`src/rtl/seg7_pkg.sv`:
```
// rtl/seg7_pkg.sv - segment bus type, segment bit positions and hex glyph table.
package seg7_pkg;

    typedef logic [7:0] seg_t;

    localparam int SEG_A  = 0;
    localparam int SEG_B  = 1;
    localparam int SEG_C  = 2;
    localparam int SEG_D  = 3;
    localparam int SEG_E  = 4;
    localparam int SEG_F  = 5;
    localparam int SEG_G  = 6;
    localparam int SEG_DP = 7;

    // Active-high {g,f,e,d,c,b,a} glyphs for 0-9 then A, b, C, d, E, F.
    localparam logic [6:0] SEG_ENC [16] = '{
        7'h3F, 7'h06, 7'h5B, 7'h4F, 7'h66, 7'h6D, 7'h7D, 7'h07,
        7'h7F, 7'h6F, 7'h77, 7'h7C, 7'h39, 7'h5E, 7'h79, 7'h71
    };

endpackage

```
`src/rtl/seg7_encode.sv`:
```
// rtl/seg7_encode.sv - 4-bit value plus blank and dp to active-high segment bus.
module seg7_encode
    import seg7_pkg::*;
(
    input  logic [3:0] i_val,
    input  logic       i_blank,
    input  logic       i_dp,
    output seg_t       o_seg
);

    always_comb begin
        o_seg         = '0;
        o_seg[SEG_DP] = i_dp;
        if (!i_blank) begin
            o_seg[SEG_G:SEG_A] = SEG_ENC[i_val];
        end
    end

endmodule

```
`src/rtl/seg7_scan_driver.sv`:
```
// rtl/seg7_scan_driver.sv - multiplexed N-digit seven-segment scanner with double-buffered digits.
// Optional SEG7_BLINK_EN adds blink_mask, BLINK_FRAMES and a frame-based blink phase.
module seg7_scan_driver
    import seg7_pkg::*;
#(
    parameter int NUM_DIGITS  = 4,
    parameter int REFRESH_DIV = 1000,
    parameter int ACTIVE_LOW  = 0
`ifdef SEG7_BLINK_EN
    ,
    parameter int BLINK_FRAMES = 64
`endif
) (
    input  logic                    clk,
    input  logic                    reset,
    input  logic [4*NUM_DIGITS-1:0] digits,
    input  logic                    load,
    input  logic                    blank_lz,
    input  logic [NUM_DIGITS-1:0]   dp_mask,
`ifdef SEG7_BLINK_EN
    input  logic [NUM_DIGITS-1:0]   blink_mask,
`endif
    output seg_t                    seg,
    output logic [NUM_DIGITS-1:0]   an,
    output logic                    frame_done
);

    localparam int IDX_W = (NUM_DIGITS > 1) ? $clog2(NUM_DIGITS) : 1;
    localparam int PC_W  = (REFRESH_DIV > 1) ? $clog2(REFRESH_DIV) : 1;
    localparam logic [IDX_W-1:0]      IDX_LAST = IDX_W'(NUM_DIGITS - 1);
    localparam logic [PC_W-1:0]       PC_LAST  = PC_W'(REFRESH_DIV - 1);
    localparam seg_t                  SEG_OFF  = (ACTIVE_LOW != 0) ? 8'hFF : 8'h00;
    localparam logic [NUM_DIGITS-1:0] AN_OFF   = {NUM_DIGITS{ACTIVE_LOW != 0}};

    logic [PC_W-1:0]         r_pc;
    logic [IDX_W-1:0]        r_idx;
    logic [4*NUM_DIGITS-1:0] r_pend;
    logic [4*NUM_DIGITS-1:0] r_disp;
    logic                    r_wrap_d;

    logic                    w_pc_tc;
    logic                    w_wrap;
    logic [NUM_DIGITS-1:0]   w_an_next;
    logic [NUM_DIGITS-1:0]   w_lz_mask;
    logic                    w_zero_run;
    logic [3:0]              w_sel_val;
    logic                    w_sel_blank;
    logic                    w_sel_dp;
    logic                    w_blink_off;
    seg_t                    w_enc_seg;
    seg_t                    w_seg_next;

    assign w_pc_tc = (r_pc == PC_LAST);
    assign w_wrap  = w_pc_tc && (r_idx == IDX_LAST);

    always_comb begin
        w_an_next = '0;
        w_sel_val = '0;
        for (int i = 0; i < NUM_DIGITS; i++) begin
            w_an_next[i] = (r_idx == IDX_W'(i));
            if (w_an_next[i]) begin
                w_sel_val = r_disp[4*i +: 4];
            end
        end
    end

    // Walk down from the top digit; a digit is blankable while all digits above it and itself are zero.
    always_comb begin
        w_lz_mask  = '0;
        w_zero_run = 1'b1;
        for (int i = NUM_DIGITS - 1; i >= 1; i--) begin
            w_zero_run   = w_zero_run & (r_disp[4*i +: 4] == 4'd0);
            w_lz_mask[i] = blank_lz & w_zero_run;
        end
    end

    assign w_sel_blank = |(w_lz_mask & w_an_next);
    assign w_sel_dp    = |(dp_mask & w_an_next);

    seg7_encode u_encode (
        .i_val   (w_sel_val),
        .i_blank (w_sel_blank),
        .i_dp    (w_sel_dp),
        .o_seg   (w_enc_seg)
    );

`ifdef SEG7_BLINK_EN
    localparam int BL_W = (BLINK_FRAMES > 1) ? $clog2(BLINK_FRAMES) : 1;

    logic [BL_W-1:0] r_blink_cnt;
    logic            r_blink_phase;

    always_ff @(posedge clk) begin
        if (reset) begin
            r_blink_cnt   <= '0;
            r_blink_phase <= 1'b0;
        end else if (w_wrap) begin
            if (r_blink_cnt == BL_W'(BLINK_FRAMES - 1)) begin
                r_blink_cnt   <= '0;
                r_blink_phase <= ~r_blink_phase;
            end else begin
                r_blink_cnt <= r_blink_cnt + BL_W'(1);
            end
        end
    end

    assign w_blink_off = r_blink_phase & (|(blink_mask & w_an_next));
`else
    assign w_blink_off = 1'b0;
`endif

    assign w_seg_next = w_blink_off ? 8'h00 : w_enc_seg;

    always_ff @(posedge clk) begin
        if (reset) begin
            r_pc       <= '0;
            r_idx      <= '0;
            r_pend     <= '0;
            r_disp     <= '0;
            r_wrap_d   <= 1'b0;
            seg        <= SEG_OFF;
            an         <= AN_OFF;
            frame_done <= 1'b0;
        end else begin
            r_pc <= w_pc_tc ? '0 : r_pc + PC_W'(1);
            if (w_pc_tc) begin
                r_idx <= w_wrap ? '0 : r_idx + IDX_W'(1);
            end
            if (load) begin
                r_pend <= digits;
            end
            // A load landing on the wrap cycle bypasses pending so it is not delayed a frame.
            if (w_wrap) begin
                r_disp <= load ? digits : r_pend;
            end
            r_wrap_d   <= w_wrap;
            seg        <= w_seg_next ^ SEG_OFF;
            an         <= w_an_next ^ AN_OFF;
            frame_done <= r_wrap_d;
        end
    end

endmodule

```
`config.mk`:
```
export PLATFORM = sky130hd
export DESIGN_NAME = seg7_scan_driver
export DESIGN_NICKNAME = d
export VERILOG_FILES = /design/src/rtl/seg7_pkg.sv /design/src/rtl/seg7_encode.sv /design/src/rtl/seg7_scan_driver.sv
export SDC_FILE = /design/constraint.sdc
export NUM_CORES = 1
export LEC_CHECK = 0
export CAP_MARGIN = 20
export CORE_ASPECT_RATIO = 2
export CORE_MARGIN = 5
export CORE_UTILIZATION = 49
export CTS_CLUSTER_DIAMETER = 50
export CTS_CLUSTER_SIZE = 28
export DETAILED_ROUTE_END_ITERATION = 8
export PLACE_DENSITY = 0.82
export RECOVER_POWER = 25
export SLEW_MARGIN = 20
export SYNTH_ARGS = -nofsm -noshare
export SYNTH_HDL_FRONTEND = slang
export SYNTH_HIERARCHICAL = 1
export SYNTH_SLANG_ARGS = --single-unit
export TNS_END_PERCENT = 30
```
`constraint.sdc`:
```
create_clock -name clk -period 3.4 [get_ports clk]
set_input_delay 0.51 -clock clk [delete_from_list [all_inputs] [get_ports clk]]
set_output_delay 0.51 -clock clk [all_outputs]
set_load 0.03 [all_outputs]
```
* Yosys cells after proc, flatten, opt, wreduce, memory -nomap -nowiden
Memories as Yosys holds them, arrays and structs flattened. A register that Yosys moved wholly into a read port is not among the register bits.
Cells that the tools add are included.
Widths: inputs -> output; s select.
** Storage, ports and cells
- Memories kept :: 1
- Flip-flop bits (word level) :: 51
- Output and inout port bits :: 13
- Logic and storage cells :: 37
- Bits in read-only memories :: 112
- Input port bits :: 24
** Operators by class
- Multiplexer cells :: 6
- Equality and inequality tests :: 4
- Bitwise operators :: 8
- Reductions and logical operators :: 8
- Add/subtract/negate cells :: 2
** Memories
- (no name shown) :: depth 16, bits a word 7, read ports 1, clocked after memory_dff 1, write ports 0, RTL line seg7_encode.sv:15 : o_seg[SEG_G:SEG_A] = SEG_ENC[i_val];
** Operators by type and width (number)
- $mux 16 :: 1
- $mux 4 :: 4
- $logic_not 4->1 :: 3
- $add 10x1->10 const B :: 1
- $eq 10x10->1 const B :: 1
- $and 4x4->4 :: 2
- $and 1x1->1 :: 5
- $not 4->5 :: 1
- $reduce_or 5->1 :: 1
- $eq 2x2->1 const B :: 2
- $reduce_or 4->1 :: 1
- $add 2x1->2 const B :: 1
- $eq 2x1->1 const B :: 1
- $logic_not 2->1 :: 1
- $mux 2 :: 1
- $reduce_or 2->1 :: 1
- $logic_and 1x1->1 :: 1

* Depth between registers and ports, before layout
Gate-level depths: netlist (run 1).
- Depth in word-level cells :: 6
- Depth in mapped cells :: 12
- Depth with buffers taken out :: 11

* By module
Netlist (run 1), hierarchy kept.
** By module, submodules not included
- seg7_scan_driver :: cells each 238, instances 1, area an instance 2374.8 um^2, seq. area each 1161.1 um^2
- seg7_encode :: cells each 34, instances 1, area an instance 284.0 um^2, seq. area each 0.0 um^2

* Least setup slack after synthesis (run 1)
Ideal clock, no wire load.
- Kind :: register to register
- From :: register r_idx[0]
- To :: register seg[3]
- Setup time :: 0.066 ns
- Stages on the path, launching flop included :: 12
- Required time :: 3.334 ns
- Data arrival time :: 2.189 ns
- Period minus slack after synthesis :: 2.255 ns
- Path buffers :: 1
- Slack :: 1.145 ns
- Path through :: dfxtp_1 inv_1 ha_1 clkbuf_1 a21oi_1 a22o_1 inv_1 ha_1 inv_1 mux4_2 nor2_1 nor2b_1
** On the way
- Elaborated cells between the ends (all ways) :: 11
- Those cells by class :: eq/ne: 3; mux: 4; bitwise: 2; reduce/logical: 2
** RTL lines
- start, declared :: RTL line seg7_scan_driver.sv:36 : logic [IDX_W-1:0] r_idx;
- start signal, assigned :: RTL line seg7_scan_driver.sv:127 : r_idx <= w_wrap ? '0 : r_idx + IDX_W'(1);
- $eq 2x2->1 :: RTL line seg7_scan_driver.sv:60 : w_an_next[i] = (r_idx == IDX_W'(i));
- net w_an_next[2] :: RTL line seg7_scan_driver.sv:43 : logic [NUM_DIGITS-1:0] w_an_next;
- $mux 4 (2 in series) :: RTL line seg7_scan_driver.sv:61 : if (w_an_next[i]) begin
- net w_sel_val[1] :: RTL line seg7_scan_driver.sv:46 : logic [3:0] w_sel_val;
- $not 4->5 (not written as such) :: RTL line seg7_encode.sv:15
- end, declared :: RTL line seg7_scan_driver.sv:23 : output seg_t seg,
The timed path passes the listed nets, and every way through them passes these cells.
A chain may end at the register's enable or synchronous reset.

* Worst setup path in the final report (run 1)
Ends and elaborated chain as after synthesis.

==> results of run 1 <==
[report_power, final]
part	total, mW	internal, mW	switching [mW]	leakage (nW)
logic	0.0930	0.0485	0.0445	0.672
registers	0.706	0.699	0.00717	0.474
clock network	0.530	0.281	0.249	0.0872
total	1.33	1.03	0.301	1.23
[layer usage]
layer | part of all wire, % | up-vias
met5 | 0 | -
met4 | 3.6 | 0
met3 | 3.8 | 19
met2 | 58 | 40
met1 | 35 | 917
li1 | - | 1011
[cell families after synthesis]
group / after synthesis / synth area share, %
AO/OA/AOI/OAI: 40 / 9.65
buffers and inverters: 30 / 5.46
AND/OR/NAND/NOR: 91 / 19.1
XOR/XNOR: 3 / 0.988
adder cells (fa/ha/maj): 11 / 5.18
flip-flops: 58 / 43.7
multiplexers: 39 / 16.0
[area by class of cell]
class	count	area (um^2)	area share [%]
Clock buffer	13	149	4.69
Clock inverter	3	15.0	0.472
Tap cell	60	75.1	2.36
Multi-Input combinational cell	184	1350	42.6
Inverter	14	52.6	1.65
Sequential cell	58	1160	36.5
Timing Repair Buffer	39	373	11.7
[worst min path at each step]
stage | endpoint
final | frame_done
after global routing | frame_done
after CTS | frame_done
after detailed placement | frame_done
after global placement | frame_done
after floorplan | frame_done
[layout by cell type, fill, tap and decap left out, types with 2 or more instances in the layout]
| cell | count |
|---|---|
| o31ai_1 | 3 |
| dfxtp_1 | 58 |
| a211oi_1 | 2 |
| nor3_1 | 5 |
| buf_4 | 2 |
| clkbuf_8 | 10 |
| a22oi_1 | 2 |
| xor2_1 | 2 |
| clkdlybuf4s50_1 | 35 |
| ha_1 | 11 |
| mux2_2 | 17 |
| a21oi_1 | 13 |
| a31o_2 | 2 |
| o21ai_0 | 9 |
| nor4_1 | 3 |
| clkbuf_1 | 5 |
| a311oi_1 | 3 |
| inv_1 | 14 |
| nand3_1 | 6 |
| mux2i_1 | 21 |
| nor2_1 | 30 |
| nand2_1 | 7 |
| nor2b_1 | 25 |
| a22o_1 | 4 |
| or3_1 | 2 |
| clkinv_2 | 3 |
| nand4_1 | 4 |
[registers in the layout (all words and copies together) (netlist names)]
signal	flops
r_pend	16
r_idx	2
frame_done	1
r_disp	16
r_wrap_d	1
r_pc	10
seg	8
an	4
[worst max-delay path, delay by kind of cell, from the launching register on]
family | cells | cell delay, ps
AOI/OAI and AO/OA | 2 | 450
adders and majority gates | 2 | 620
buffers and inverters | 3 | 270
DFF | 1 | 380
muxes | 1 | 440
and+or+nand+nor | 2 | 200
==> flow_summary_export.csv, run 1 <==
group,metric,value,unit
status,outcome,"finished clean",
sta,fin_skew,7.19,ps
global_route,grtUsageMet3,5.87,%
global_route,grt_util_met1,16.3,%
sta,min_period,2430,ps
clock_tree,cts_resized,0,
synthesis,ys_warn_count,6,
place,postPlaceCellArea,3020,um^2
sta,rsz0062_at_grt,"no",
sta,finalSetupViolCount,0,
synthesis,seq_area_frac_synth,43.7,%
setup_path,cp-endpoint,"seg[3]",
clock_tree,hold_buffers,0,
place,placed_cells_incl_taps,355,
die,pin_count,37,
sta,max_slew_margin,4.87,%
die,core_area,5370,um^2
synthesis,synth.avg_cell_area,9.78,um^2
clock_tree,clkTransAtPathRegs,60,ps
setup_path,path_max_fanout,11,
place,place_congestion,0.844,
setup_path,worst-r2r-cell-count,10,
route,post_drt_wl_per_cell,14.8,um
setup_path,rrSetupSlack,970,ps
sta,worst_slew_pin_slew,1430,ps
route,wl,5.48,mm
power,vdd_drop_max,0.321,mV
setup_path,startpoint,"r_idx[0]",
hold_path,whs_path_depth,1,
global_route,antenna_found_initial,0,
synthesis,ys_types,40,
setup_path,reg2reg_to,"seg[3]",
setup_path,endpoint_kind,"flip-flop",
route,drtAntennaViolNets,0,
clock_tree,clk_latency,340,ps
setup_path,r2r-start,"r_idx[0]",
die,initial_utilization,49.5,%
clock_tree,cts_tree,"done",
power,p_leak,1.23,nW
setup_path,cp-start-kind,"flip-flop",
clock_tree,clk_path_buf_depth,2,
synthesis,synth_cells,272,
final_layout,fillers,451,
clock_tree,cts_buffers,9,
hold_path,holdCritPathClass,"reg2reg",
place,place_hpwl,3.98,mm
setup_path,worstPathCellList,"inv_1 > ha_1 > a21oi_1 > a22o_1 > inv_1 > ha_1 > inv_1 > mux4_2 > nor2_1 > nor2b_1",
power,power.density,418,nW/um^2
sta,fin_crit_sh,71.4,%
final_layout,finalNonFillerCells,371,
final_layout,layout-drive-gt1-share,12.5,%
setup_path,critPathMostFrequentCell,"inv_1",
sta,finalHoldViolCount,0,
setup_path,cp.arrival,2700,ps
setup_path,slowest_delay,440,ps
clock_tree,cts_max_level,3,
clock_tree,cts.sinks,58,
global_route,grt_max_degree,36,
synthesis,synthTopCellsByCount,"dfxtp_1, nor2_1, nor2b_1",
global_route,overflow,0,
synthesis,synth_nets,307,
setup_path,crit_type,"reg2reg",
synthesis,synthTopCellsByArea,"dfxtp_1, mux2i_1, mux2_2",
sta,tns,0,ps
sta,max_freq,412,MHz
global_route,grt_pass1_vias,2025,
setup_path,required,3670,ps
sta,setup_ws,973,ps
route,viasPerCell,5.36,
place,post-place-ws,1030,ps
sta,timing.hold.ws,447,ps
hold_path,holdCritStartpoint,"r_wrap_d",
route,via_count,1987,
clock_tree,post-cts-setup-buffers,0,
final_layout,post-route-util,59.2,%
die,chipHeight,114,um
synthesis,synth_top_area_cell,"dfxtp_1",
global_route,top_usage_layer,"met2",
die,die-width,62.1,um
global_route,grt_pass1_wl,9.01,mm
final_layout,num_antenna_cells,0,
die,num_rows,38,
synthesis,async_reset_ff_share,0,%
route,drc,0,
route,firstDrtPassIters,4,
sta,maxSlewViolCount,0,
synthesis,ys_ff_latch,58,
synthesis,ys.flop_type,"dfxtp_1",
clock_tree,cts_root_buf,"clkbuf_8",
global_route,track_usage,17.5,%
die,die-area,7090,um^2
synthesis,synth_top_area_share,43.7,%
setup_path,slowest_stage,"mux4_2",
synthesis,synth_enable_flop_cells,0,
power,total_power,1.33,mW
final_layout,syn2layout_area_growth,19.5,%
synthesis,synth_area,2660,um^2
run,cap_violations,0,
synthesis,synth_most_common_cell,"dfxtp_1",
global_route,grt_util_met2,30.7,%
route,drt_iter0_markers,56,
place,port_buffers,36,
final_layout,fin_area,3180,um^2
final_layout,nets,341,
Power figures use the tool's default switching activity.
==> run 2, diff against run 1 <==
==> constraint.sdc (replaced) <==
create_clock -name clk -period 2.4 [get_ports clk]
set_input_delay 0.36 -clock clk [delete_from_list [all_inputs] [get_ports clk]]
set_output_delay 0.36 -clock clk [all_outputs]
set_load 0.03 [all_outputs]
==> run 2 against run 1 <==
Register-to-register slack got worse by 800 ps. Fmax increased by 8.8%. Flip-flop and latch count unchanged. Hold slack improved by 8.2 ps. Clock skew decreased by 1.5 ps. Worst setup slack got worse by 800 ps. Non-clock buffer count increased by 5. Critical path type unchanged.
==> flow_summary_export.csv, run 2 (synthesized netlist as in run 1, its figures left out) <==
group,metric,value,unit
status,outcome,"finished clean",
clock_tree,clkTransAtPathRegs,60,ps
setup_path,crit_type,"reg2reg",
die,pin_count,37,
power,total_power,1.94,mW
power,p_leak,1.27,nW
final_layout,top_regs,"r_disp: 16 flops, r_pend: 16 flops, r_pc: 10 flops",
sta,max_slew_margin,12.9,%
power,p_int,1.51,mW
setup_path,endpoint_kind,"flip-flop",
route,post_drt_wl_per_cell,14.4,um
setup_path,path_max_fanout,6,
die,initial_utilization,49.5,%
die,core_area,5370,um^2
power,switching_share,21.8,%
sta,worst_slew_pin_slew,1310,ps
clock_tree,cts_tree,"done",
route,drtAntennaViolNets,0,
place,place_congestion,0.851,
die,num_rows,38,
final_layout,mostFrequentLayoutCell,"dfxtp_1",
setup_path,slowest_delay,440,ps
sta,timing.hold.ws,455,ps
sta,min_period,2230,ps
sta,fin_skew,5.68,ps
final_layout,syn2layout_area_growth,23.3,%
final_layout,num_antenna_cells,0,
sta,max_freq,449,MHz
sta,setup_ws,170,ps
power,power_frac_seq,51.6,%
clock_tree,cts_buffers,9,
die,die-area,7090,um^2
setup_path,worstPathCellList,"inv_2 > ha_4 > nand2_1 > o21ai_0 > a22o_1 > inv_1 > ha_1 > inv_1 > mux4_2 > nor2_1 > nor2b_1",
sta,finalHoldViolCount,0,
global_route,track_usage,17.1,%
final_layout,mostFrequentLayoutCells,"dfxtp_1, clkdlybuf4s50_1, nor2_1",
power,vdd_drop_max,0.442,mV
route,via_count,2083,
power,p_switching,0.422,mW
global_route,grt_max_degree,34,
route,drt_iter0_markers,60,
sta,maxSlewViolCount,0,
place,postPlaceCellArea,3030,um^2
route,viasPerCell,5.54,
power,power.density,591,nW/um^2
place,place_hpwl,3.95,mm
global_route,grt_pass1_vias,2097,
power,comb_power_share,6.8,%
setup_path,cp.arrival,2500,ps
run,cap_violations,0,
clock_tree,cts_max_level,3,
place,post-place-ws,29.5,ps
clock_tree,clk_path_buf_depth,2,
clock_tree,cts_root_buf,"clkbuf_8",
sta,finalSetupViolCount,0,
clock_tree,clk_latency,330,ps
setup_path,critPathMostFrequentCell,"inv_1",
final_layout,layout-drive-gt1-share,17.1,%
power,clkPwrFrac,41.6,%
global_route,grt_pass1_wl,8.91,mm
sta,fin_crit_sh,92.9,%
setup_path,cp-start-kind,"flip-flop",
route,firstDrtPassIters,5,
final_layout,fin_area,3280,um^2
clock_tree,cts.sinks,58,
global_route,antenna_found_initial,0,
global_route,overflow,0,
hold_path,holdCritPathClass,"reg2reg",
die,chipHeight,114,um
route,drc,0,
route,wl,5.42,mm
setup_path,required,2670,ps
die,die-width,62.1,um
setup_path,slowest_stage,"mux4_2",
place,port_buffers,36,
final_layout,nets,346,
## run 2: cell types whose count changed in the layout (fill, tap and decap cells not counted), moves of 2 or more
| cell | delta |
|---|---|
| buf_4 | +4 |
| ha_2 | +2 |
| ha_1 | -5 |
| inv_1 | -2 |
| ha_4 | +3 |
| inv_2 | +2 |
| dfxtp_1 | -2 |
| clkbuf_8 | +2 |
## run 2: final cells by class
type	count	area (um^2)
clock inverters	2	10.0
repair buffers	44	407
well taps	60	75.1
fillers	456	2090
inverters	14	52.6
clock buffers	14	173
multi-input cells	184	1400
flip-flops and latches	58	1170
## run 2: power groups by stage
| stage | logic (mW) | clock network (mW) | registers, mW |
|---|---|---|---|
| after floorplan | 0.0574 | 0 | 1.03 |
| after global placement | 0.133 | 0 | 1.02 |
| after detailed placement | 0.136 | 0 | 1.02 |
| after CTS | 0.136 | 0.828 | 1.00 |
| after global routing | 0.146 | 0.865 | 1.00 |
| final | 0.132 | 0.805 | 0.999 |
## run 2: what timing repair did
action	in CTS	in global routing
setup endpoints to repair	0	6
hold buffers	0	0
buffers inserted	0	3
resized for setup	0	14
## run 2: final timing paths
check                           cells past startpoint  slack (ps)          to      from
worst max-delay path                               11         170      seg[3]  r_idx[0]
worst min-delay path                                1         460  frame_done  r_wrap_d
worst max register to register                     11         170      seg[3]  r_idx[0]
worst min register to register                      1         460  frame_done  r_wrap_d
## run 2: critical path, delay by kind of cell, from the launching register on
family | cells | cell delay (ps)
adders and majority gates | 2 | 480
and+or+nand+nor | 3 | 260
muxes | 1 | 440
DFF | 1 | 360
buffers and inverters | 3 | 270
AOI/OAI and AO/OA | 2 | 350
## run 2: metrics by stage
step,util (%),instances,setup TNS [ps]
after global routing,61.0,376,-11.1
after CTS,59.9,373,0
after detailed placement,56.5,357,0
after floorplan,-,272,0
after global placement,56.5,357,0
final,61.0,376,0
## run 2: routing by layer
layer | global-route usage (%) | wire (um)
met4 | 12.5 | 303
met2 | 30.2 | 3080
met5 | 0 | 0
met3 | 4.74 | 195
met1 | 15.2 | 1830
==> run 3, diff against run 2 <==
--- a/config.mk
+++ b/config.mk
@@ -12,7 +12,7 @@
 export CTS_CLUSTER_DIAMETER = 50
 export CTS_CLUSTER_SIZE = 28
 export DETAILED_ROUTE_END_ITERATION = 8
-export PLACE_DENSITY = 0.82
+export PLACE_DENSITY_LB_ADDON = 0.2
 export RECOVER_POWER = 25
 export SLEW_MARGIN = 20
 export SYNTH_ARGS = -nofsm -noshare
==> run 3 against run 2 <==
Die area is the same. Register-to-register slack lost 20 ps. Clock skew grew 4.0 ps. Hold slack lost 12 ps. Combinational power is essentially flat. Total power grew 11%. Worst setup slack lost 24 ps. Highest routed layer unchanged. Clock-buffer cell count shrank 2. Via count shrank 3.7%. Clock power grew 27%. Design area grew 1.3%. Flip-flop and latch count is the same.
==> flow_summary_export.csv, run 3 (synthesized netlist as in run 1, its figures left out) <==
group,metric,value,unit
power,p_switching,0.452,mW
clock_tree,cts_buffers,9,
die,chipHeight,114,um
final_layout,fillers,490,
sta,min_period,2250,ps
final_layout,syn2layout_area_growth,25.0,%
route,firstDrtPassIters,4,
sta,rsz0062_at_grt,"no",
setup_path,critPathMostFrequentCell,"inv_1",
setup_path,crit_type,"reg2reg",
power,switching_share,21.0,%
place,place_congestion,0.803,
place,port_buffers,36,
final_layout,mostFrequentLayoutCells,"dfxtp_1, clkdlybuf4s50_1, nor2_1",
final_layout,ff_latch_area,1160,um^2
status,outcome,"finished clean",
final_layout,multi_input_area,1400,um^2
setup_path,slowest_delay,440,ps
power,clkPwrFrac,47.4,%
clock_tree,cts_tree,"done",
sta,finalSetupViolCount,0,
power,p_leak,1.29,nW
final_layout,mostFrequentLayoutCell,"dfxtp_1",
power,power.density,648,nW/um^2
die,initial_utilization,49.5,%
clock_tree,clk_path_buf_depth,2,
hold_path,holdCritPathClass,"reg2reg",
final_layout,nets,346,
final_layout,layout-drive-gt1-share,17.7,%
route,drtAntennaViolNets,0,
setup_path,crit_family,"adder cells",
global_route,grt_max_degree,34,
clock_tree,clkTransAtPathRegs,60,ps
setup_path,slowest_stage,"mux4_2",
route,post_drt_wl_per_cell,14.3,um
clock_tree,clk_latency,340,ps
sta,max_slew_margin,9.61,%
sta,maxSlewViolCount,0,
die,die-width,62.1,um
setup_path,endpoint_kind,"flip-flop",
final_layout,num_antenna_cells,0,
sta,worst_slew_pin_slew,1360,ps
final_layout,post-route-util,61.9,%
sta,tns,0,ps
power,vdd_drop_max,0.656,mV
sta,max_freq,444,MHz
power,p_int,1.70,mW
setup_path,cp-start-kind,"flip-flop",
die,num_rows,38,
die,pin_count,37,
sta,setup_ws,147,ps
route,wl,5.39,mm
power,comb_power_share,6.2,%
global_route,grt_pass1_vias,2090,
sta,fin_crit_sh,93.9,%
place,place_hpwl,3.94,mm
setup_path,path_buf_inv,3,
die,core_area,5370,um^2
setup_path,path_max_fanout,6,
final_layout,top_regs,"r_disp: 16 flops, r_pend: 16 flops, r_pc: 10 flops",
setup_path,cp.arrival,2520,ps
power,power_frac_seq,46.5,%
place,postPlaceCellArea,3050,um^2
route,drc,0,
global_route,antenna_found_initial,0,
sta,fin_skew,9.71,ps
route,drt_iter0_markers,53,
sta,finalHoldViolCount,0,
clock_tree,cts_root_buf,"clkbuf_8",
die,die-area,7090,um^2
clock_tree,cts.sinks,58,
place,post-place-ws,10.8,ps
clock_tree,cts_max_level,3,
run,cap_violations,0,
global_route,track_usage,17.7,%
global_route,grt_pass1_wl,9.25,mm
route,viasPerCell,5.33,
final_layout,fin_area,3320,um^2
global_route,overflow,0,
setup_path,worstPathCellList,"inv_2 > ha_4 > nand2_1 > o21ai_0 > a22o_1 > inv_1 > ha_1 > inv_1 > mux4_2 > nor2_1 > nor2b_1",
route,via_count,2005,
setup_path,required,2670,ps
[run 3: routing by layer]
layer | GRT usage (%) | vias to the layer above | wire [um]
li1 | - | 1023 | -
met1 | 17.5 | 938 | 1940
met2 | 30.4 | 31 | 3090
met3 | 6.32 | 13 | 212
met4 | 9.35 | 0 | 139
met5 | 0 | - | 0
[run 3: what timing repair did]
action / in CTS / in global routing
buffers inserted: 0 / 1
endpoints found under the setup margin: 1 / 3
gates resized for setup: 1 / 12
hold buffers: 0 / 0
pin swaps: 0 / 1
[run 3: final timing paths]
check	startpoint	endpoint	slack, ps	depth (start not counted)
hold reg to reg	r_wrap_d	frame_done	440	1
setup reg to reg	r_idx[0]	seg[3]	150	11
hold / removal	r_wrap_d	frame_done	440	1
setup / recovery	r_idx[0]	seg[3]	150	11
[run 3: layout make-up]
cell class                      instances  share of cell area, %
Sequential cell                        58                   35.0
Inverter                               14                   1.58
Multi-Input combinational cell        184                   42.0
Clock buffer                           12                   4.67
Tap cell                               60                   2.26
Clock inverter                          4                   2.22
Timing Repair Buffer                   44                   12.3
[run 3: power by group through the flow]
| stage | Clock [mW] | Sequential [mW] | Combinational, mW |
|---|---|---|---|
| 6_report | 1.02 | 1.00 | 0.133 |
| 5_1_grt | 1.10 | 1.00 | 0.148 |
| 4_1_cts | 1.04 | 1.00 | 0.137 |
| 3_5_place_dp | 0 | 1.02 | 0.136 |
| 3_3_place_gp | 0 | 1.02 | 0.135 |
| 2_1_floorplan | 0 | 1.03 | 0.0574 |
[run 3: worst register-to-register path, delay by kind of cell, from the launching register on]
family          cells  cell delay [ps]
fa+ha+maj           2              480
mux                 1              440
compound gates      2              370
flops               1              350
buf+inv             3              300
simple gates        3              250
[run 3: through the flow]
| stage | power [mW] | std cells | hold slack (ps) |
|---|---|---|---|
| 6_report | 2.15 | 376 | 443 |
| 5_1_grt | 2.25 | 376 | 479 |
| 4_1_cts | 2.18 | 375 | 448 |
| 3_5_place_dp | 1.16 | 359 | 433 |
| 3_3_place_gp | 1.16 | 359 | 432 |
| 2_1_floorplan | 1.09 | 272 | 414 |
